==> src/rtl/vc_buffer.sv <==
// vc_buffer: multi-virtual-channel input buffer for one router port.
// NUM_VC independent circular FIFOs share one write port and one read port.
// Each VC provides full/empty/almost_full/usedw status, a credit pulse for
// every accepted pop, and sticky overflow/underflow error flags.
// A per-VC occupancy counter lets every one of the DEPTH slots hold a flit.
module vc_buffer #(
    parameter int WIDTH     = 64,
    parameter int DEPTH     = 8,
    parameter int NUM_VC    = 2,
    parameter int AF_THRESH = DEPTH - 2,
    localparam int VC_W     = (NUM_VC > 1) ? $clog2(NUM_VC) : 1,
    localparam int CNT_W    = $clog2(DEPTH + 1)
) (
    input  logic                    clk,
    input  logic                    rst,
    input  logic [WIDTH-1:0]        in_data,
    input  logic [VC_W-1:0]         in_vc,
    input  logic                    produce,
    input  logic [VC_W-1:0]         rd_vc,
    input  logic                    consume,
    output logic [WIDTH-1:0]        out_data,
    output logic                    out_valid,
    output logic [NUM_VC-1:0]       full,
    output logic [NUM_VC-1:0]       empty,
    output logic [NUM_VC-1:0]       almost_full,
    output logic [NUM_VC*CNT_W-1:0] usedw,
    output logic                    credit_valid,
    output logic [VC_W-1:0]         credit_vc,
    output logic                    err_overflow,
    output logic                    err_underflow
);

    localparam int PTR_W = (DEPTH > 1) ? $clog2(DEPTH) : 1;

    // Flit storage; it is deliberately left out of reset.
    logic [WIDTH-1:0] mem [NUM_VC][DEPTH];

    logic [PTR_W-1:0] head_q  [NUM_VC];
    logic [PTR_W-1:0] head_d  [NUM_VC];
    logic [PTR_W-1:0] tail_q  [NUM_VC];
    logic [PTR_W-1:0] tail_d  [NUM_VC];
    logic [CNT_W-1:0] count_q [NUM_VC];
    logic [CNT_W-1:0] count_d [NUM_VC];

    logic             credit_valid_q, credit_valid_d;
    logic [VC_W-1:0]  credit_vc_q, credit_vc_d;
    logic             err_overflow_q, err_overflow_d;
    logic             err_underflow_q, err_underflow_d;

    logic [NUM_VC-1:0] wr_hit;
    logic [NUM_VC-1:0] rd_hit;
    logic              wr_ok;
    logic              rd_ok;

    // Pointers wrap from DEPTH-1 back to 0, so DEPTH need not be a power of two.
    function automatic logic [PTR_W-1:0] next_ptr(input logic [PTR_W-1:0] p);
        return (p == PTR_W'(DEPTH - 1)) ? '0 : p + PTR_W'(1);
    endfunction

    // Per-VC accept decisions, judged on the pre-edge count. An out-of-range
    // VC index matches no channel, so it is rejected automatically.
    always_comb begin
        wr_hit = '0;
        rd_hit = '0;
        for (int v = 0; v < NUM_VC; v++) begin
            wr_hit[v] = produce && (in_vc == VC_W'(v)) && (count_q[v] != CNT_W'(DEPTH));
            rd_hit[v] = consume && (rd_vc == VC_W'(v)) && (count_q[v] != '0);
        end
        wr_ok = |wr_hit;
        rd_ok = |rd_hit;
    end

    // Next-state values for the pointers, counters, credit return and sticky errors.
    always_comb begin
        for (int v = 0; v < NUM_VC; v++) begin
            head_d[v]  = rd_hit[v] ? next_ptr(head_q[v]) : head_q[v];
            tail_d[v]  = wr_hit[v] ? next_ptr(tail_q[v]) : tail_q[v];
            count_d[v] = count_q[v];
            if (wr_hit[v] && !rd_hit[v]) begin
                count_d[v] = count_q[v] + CNT_W'(1);
            end else if (!wr_hit[v] && rd_hit[v]) begin
                count_d[v] = count_q[v] - CNT_W'(1);
            end
        end
        credit_valid_d  = rd_ok;
        credit_vc_d     = rd_ok ? rd_vc : credit_vc_q;
        err_overflow_d  = err_overflow_q | (produce & ~wr_ok);
        err_underflow_d = err_underflow_q | (consume & ~rd_ok);
    end

    // State registers; an asynchronous reset discards every VC's contents at once.
    always_ff @(posedge clk or negedge rst) begin
        if (!rst) begin
            for (int v = 0; v < NUM_VC; v++) begin
                head_q[v]  <= '0;
                tail_q[v]  <= '0;
                count_q[v] <= '0;
            end
            credit_valid_q  <= 1'b0;
            credit_vc_q     <= '0;
            err_overflow_q  <= 1'b0;
            err_underflow_q <= 1'b0;
        end else begin
            for (int v = 0; v < NUM_VC; v++) begin
                head_q[v]  <= head_d[v];
                tail_q[v]  <= tail_d[v];
                count_q[v] <= count_d[v];
            end
            credit_valid_q  <= credit_valid_d;
            credit_vc_q     <= credit_vc_d;
            err_overflow_q  <= err_overflow_d;
            err_underflow_q <= err_underflow_d;
        end
    end

    // Flit storage write at the tail of the accepted VC.
    always_ff @(posedge clk) begin
        for (int v = 0; v < NUM_VC; v++) begin
            if (wr_hit[v]) begin
                mem[v][tail_q[v]] <= in_data;
            end
        end
    end

    // Status flags and the show-ahead head flit of rd_vc, all from registered state.
    always_comb begin
        full        = '0;
        empty       = '0;
        almost_full = '0;
        usedw       = '0;
        out_valid   = 1'b0;
        out_data    = '0;
        for (int v = 0; v < NUM_VC; v++) begin
            full[v]                 = (count_q[v] == CNT_W'(DEPTH));
            empty[v]                = (count_q[v] == '0);
            almost_full[v]          = (count_q[v] >= CNT_W'(AF_THRESH));
            usedw[v*CNT_W +: CNT_W] = count_q[v];
            if ((rd_vc == VC_W'(v)) && (count_q[v] != '0)) begin
                out_valid = 1'b1;
                out_data  = mem[v][head_q[v]];
            end
        end
    end

    assign credit_valid  = credit_valid_q;
    assign credit_vc     = credit_vc_q;
    assign err_overflow  = err_overflow_q;
    assign err_underflow = err_underflow_q;

endmodule

==> config.mk <==
export PLATFORM = sky130hd
export DESIGN_NAME = vc_buffer
export DESIGN_NICKNAME = d
export VERILOG_FILES = /design/src/rtl/vc_buffer.sv
export SDC_FILE = /design/constraint.sdc
export NUM_CORES = 1
export LEC_CHECK = 0
export CAP_MARGIN = 20
export CORE_ASPECT_RATIO = 0.7
export CORE_MARGIN = 5
export CORE_UTILIZATION = 48
export DETAILED_ROUTE_END_ITERATION = 16
export GPL_TIMING_DRIVEN = 0
export MAX_ROUTING_LAYER = met4
export PLACE_DENSITY = 0.63
export REMOVE_ABC_BUFFERS = 1
export SLEW_MARGIN = 20
export SYNTH_ARGS = -nofsm -noshare
export SYNTH_HDL_FRONTEND = slang
export SYNTH_SLANG_ARGS = --single-unit
==> constraint.sdc <==
create_clock -name clk -period 9.7 [get_ports clk]
set_input_delay 1.94 -clock clk [delete_from_list [all_inputs] [get_ports clk]]
set_output_delay 1.94 -clock clk [all_outputs]
set_load 0.01 [all_outputs]
==> results.toml, run 1 <==
[placed_design]
post-dp-hpwl_um = 61800
finalWeightedCongestion = 0.699
dp.cells = 3075
portBuffers = 152

[setup_path]
cp.required_ps = 7760
cp_cell_sequence = "clkdlybuf4s50_1, nor3b_2, buf_6, buf_6, buf_4, buf_4, a22oi_1, nand2_1, clkdlybuf4s50_1"
crit_buf_inv = 6
cp_max_fo = 8
critPathCaptureType = "output port"
arrival_ps = 4870
slowest_stage = "clkdlybuf4s50_1"
worstSetupPathType = "in -> out"
critical-path-top-delay-family = "buffers and inverters"
critPathLaunchType = "input port"
cpPeakStageDelay_ps = 680

[pwr]
seqPwrFrac = 0.423
power_switching_uw = 3710
power.internal_uw = 9590
peakVddDrop_uv = 161
leakage_uw = 0.0156
power_density_nw_per_um2 = 278
combPwrFrac = 0.283
p_sw_frac = 0.279
clkPwrFrac = 0.294

[floorplan]
dieArea_um2 = 88700
die_y_um = 251
rows = 88
io_pins = 153
die_x_um = 354
core_um2 = 82200
initial_core_util = 0.483

[cts]
cts_made_buffers = 98
cts_sinks = 1048
cts_tree = "done"
postCtsHoldBufs = 0
cts-resized-gates = 0
cts_root_buffer = "clkbuf_16"
postCtsSetupBuffers = 0
htreeDepth = 3
insertion_delay_ps = 660
cts_max_path_buffers = 3
path_clk_slew_ps = 60

[global_routing]
grt_pass1_vias = 19600
grt-ovfl-total = 0
grt_start_max_net_pins = 43
antenna_found_initial = 11
grt_usage = 0.212
grt_pass1_wl_um = 134000

[sta]
timing.fmax_mhz = 147
post-route-period-util = 0.703
grt_setup_unrepaired = "false"
post-route-min-period_ps = 6810
hold_slack_ps = 479
finalClockSkew_ps = 21.0
slew_violations = 0
setup_viol = 0
max-slew-margin-rel = 0.407
hold_viol_final = 0
tightestPinTransition_ps = 887

[synth]
yosysSeqAreaShare = 0.789
avgSynthCellArea_um2 = 23.2
async_reset_ff_frac = 0.0229
synth_cells = 1711
yosysUniqueCellTypes = 39
synth-edff-count = 1024
ys.warnings.count = 0
synthFlopType = "edfxtp_1"
synth_area_um2 = 39700
synth_seq_cells = 1048

[min_path]
hp-class = "reg -> reg"

[route]
drt-pass1-iter-count = 5
avgViaCountPerCell = 5.83
drt-wirelength-per-cell_um = 27.8
remaining_drc_errors = 0
via_count = 19000
wl_um = 90700
drt_iter0_markers = 1961
final_antenna_net_count = 0

[cells_and_area]
nets = 2181
instances_no_fill = 3266
drive_gt1_frac = 0.303
area_delta_synth_final_pct = 20.5

[outcome]
status = "completed"

[flow_run]
drv_cap = 0
-- power groups by stage --
stage | Combinational, uW | Sequential (uW) | Clock, uW
after floorplan | 2130 | 5950 | 0
after global placement | 3600 | 6280 | 0
after detailed placement | 3810 | 5720 | 0
after CTS | 3830 | 5630 | 3990
after global routing | 4020 | 5660 | 4190
final | 3760 | 5620 | 3910
-- logic make-up (layout without fill, tap and decap cells) --
| group | Yosys count | in the layout | share of synthesized area |
|---|---|---|---|
| xor gates and xnor gates | 4 | 4 | 0.000882 |
| other | 0 | 10 | 0 |
| DFF | 1048 | 1048 | 0.789 |
| AOI/OAI and AO/OA | 149 | 149 | 0.0277 |
| and+or+nand+nor | 134 | 134 | 0.0161 |
| buffers and inverters | 95 | 560 | 0.0133 |
| adders and majority gates | 16 | 16 | 0.00542 |
| muxes | 265 | 265 | 0.148 |
-- cell type report --
cell class / count / area [um2]
well taps: 1080 / 1350
clock buffers: 120 / 2600
fillers: 5816 / 34400
multi-input cells: 568 / 7970
inverters: 6 / 23.8
repair buffers: 373 / 3860
diodes: 10 / 25.0
clock inverters: 61 / 678
flip-flops and latches: 1048 / 31400
-- placed cells by master (no fill, tap or decap), types with 3 or more instances in the layout --
cell type | Yosys | final
bufinv_16 | 0 | 15
buf_16 | 0 | 22
ha_1 | 14 | 14
buf_12 | 0 | 15
dfrtp_1 | 24 | 20
a21o_1 | 7 | 7
nand2b_1 | 4 | 4
o21ai_0 | 6 | 6
nor3_2 | 1 | 6
mux2i_1 | 3 | 3
buf_6 | 13 | 33
buf_2 | 31 | 41
clkinvlp_4 | 0 | 3
diode_2 | 0 | 10
clkinv_1 | 0 | 17
mux2_2 | 6 | 6
buf_8 | 0 | 5
clkinv_2 | 1 | 24
clkbuf_1 | 31 | 19
nor3_1 | 17 | 11
buf_4 | 9 | 106
dfrtp_4 | 0 | 4
clkbuf_16 | 0 | 101
a22oi_1 | 128 | 128
nor2_4 | 0 | 5
xnor2_1 | 4 | 4
clkdlybuf4s50_1 | 0 | 151
nor3b_2 | 0 | 4
nand2_1 | 87 | 87
edfxtp_1 | 1024 | 1024
mux4_2 | 256 | 256
inv_1 | 5 | 5
-- metrics by stage --
| step | utilization | instance area (um2) | TNS (ps) | worst slack, ps | power [uW] |
|---|---|---|---|---|---|
| floorplan | - | 39200 | 0 | 149 | 8080 |
| global placement | 0.512 | 42100 | -5354890 | -9640 | 9870 |
| detailed placement | 0.542 | 44600 | 0 | 2940 | 9530 |
| CTS | 0.582 | 47900 | 0 | 2930 | 13400 |
| global route | 0.582 | 47900 | 0 | 2830 | 13900 |
| finish | 0.582 | 47900 | 0 | 2890 | 13300 |
-- layer usage --
layer | global-route usage | routed length (um)
met5 | - | 0
met4 | 0.0478 | 1880
met3 | 0.0432 | 5630
met2 | 0.337 | 45400
met1 | 0.288 | 37800
-- state kept, by name, summed over array words and instances, names as in the netlist --
register,count
credit_valid,1
credit_vc,1
err_overflow,1
err_underflow,1
head_q,6
mem,1024
tail_q,6
usedw,8
-- worst register-to-register path, cell delays in order, from the launching register on --
cell and delay [ps]:
dfrtp_1 550, nor3_1 110, and2_1 190, or2_1 360, nor4b_2 820, buf_4 300, buf_2 230, buf_4 200
buf_4 170, buf_2 210
-- cells in the mapped netlist (all sizes together), types with 4 or more instances --
cell       n  area (um2)
buf       58         388
inv        5        18.8
nor2       6        25.0
nor3b      4        30.0
mux2       6        67.6
nand2b     4        25.0
nand2     88         333
ha        14         175
dfrtp     24         601
a22oi    128         961
o21ai      6        30.0
nor3      18        95.1
nor4       4        55.1
a21o       7        52.6
mux4     256        5770
clkbuf    31         116
xnor2      4        35.0
edfxtp  1024       30700
-- worst paths after layout --
path / from / end / slack (ps) / cells after the start
max in group asynchronous: rst / head_q[4] / 7920 / 1
worst max-delay path: rd_vc / out_data[21] / 2890 / 9
worst max register to register: usedw[5] / mem[0][755] / 6270 / 9
min in group asynchronous: rst / head_q[1] / 1310 / 1
worst min-delay path: err_overflow / err_overflow / 480 / 1
worst min register to register: err_overflow / err_overflow / 480 / 1
Power figures use the tool's default switching activity.
==> run 2, diff against run 1 <==
==> constraint.sdc (replaced) <==
create_clock -name clk -period 6.7 [get_ports clk]
set_input_delay 1.34 -clock clk [delete_from_list [all_inputs] [get_ports clk]]
set_output_delay 1.34 -clock clk [all_outputs]
set_load 0.01 [all_outputs]
==> results of run 2 <==
Same layout as run 1 (identical final DEF). Status: completed.
Among the figures that moved: setup slack after placement 2940 ps -> 1140 ps; setup slack after layout 2890 ps -> 1090 ps; register-to-register setup slack 6270 ps -> 3270 ps; total power 13300 uW -> 19200 uW; worst IR drop on VDD 161 uV -> 233 uV
==> run 3, diff against run 2 <==
==> constraint.sdc (replaced) <==
create_clock -name clk -period 5.8 [get_ports clk]
set_input_delay 1.16 -clock clk [delete_from_list [all_inputs] [get_ports clk]]
set_output_delay 1.16 -clock clk [all_outputs]
set_load 0.01 [all_outputs]
==> results of run 3 <==
Same layout as run 1 (identical final DEF). Status: completed.
Among the figures that moved: setup slack after placement 2940 ps -> 599 ps; setup slack after layout 2890 ps -> 546 ps; register-to-register setup slack 6270 ps -> 2370 ps; total power 13300 uW -> 22200 uW; worst IR drop on VDD 161 uV -> 269 uV
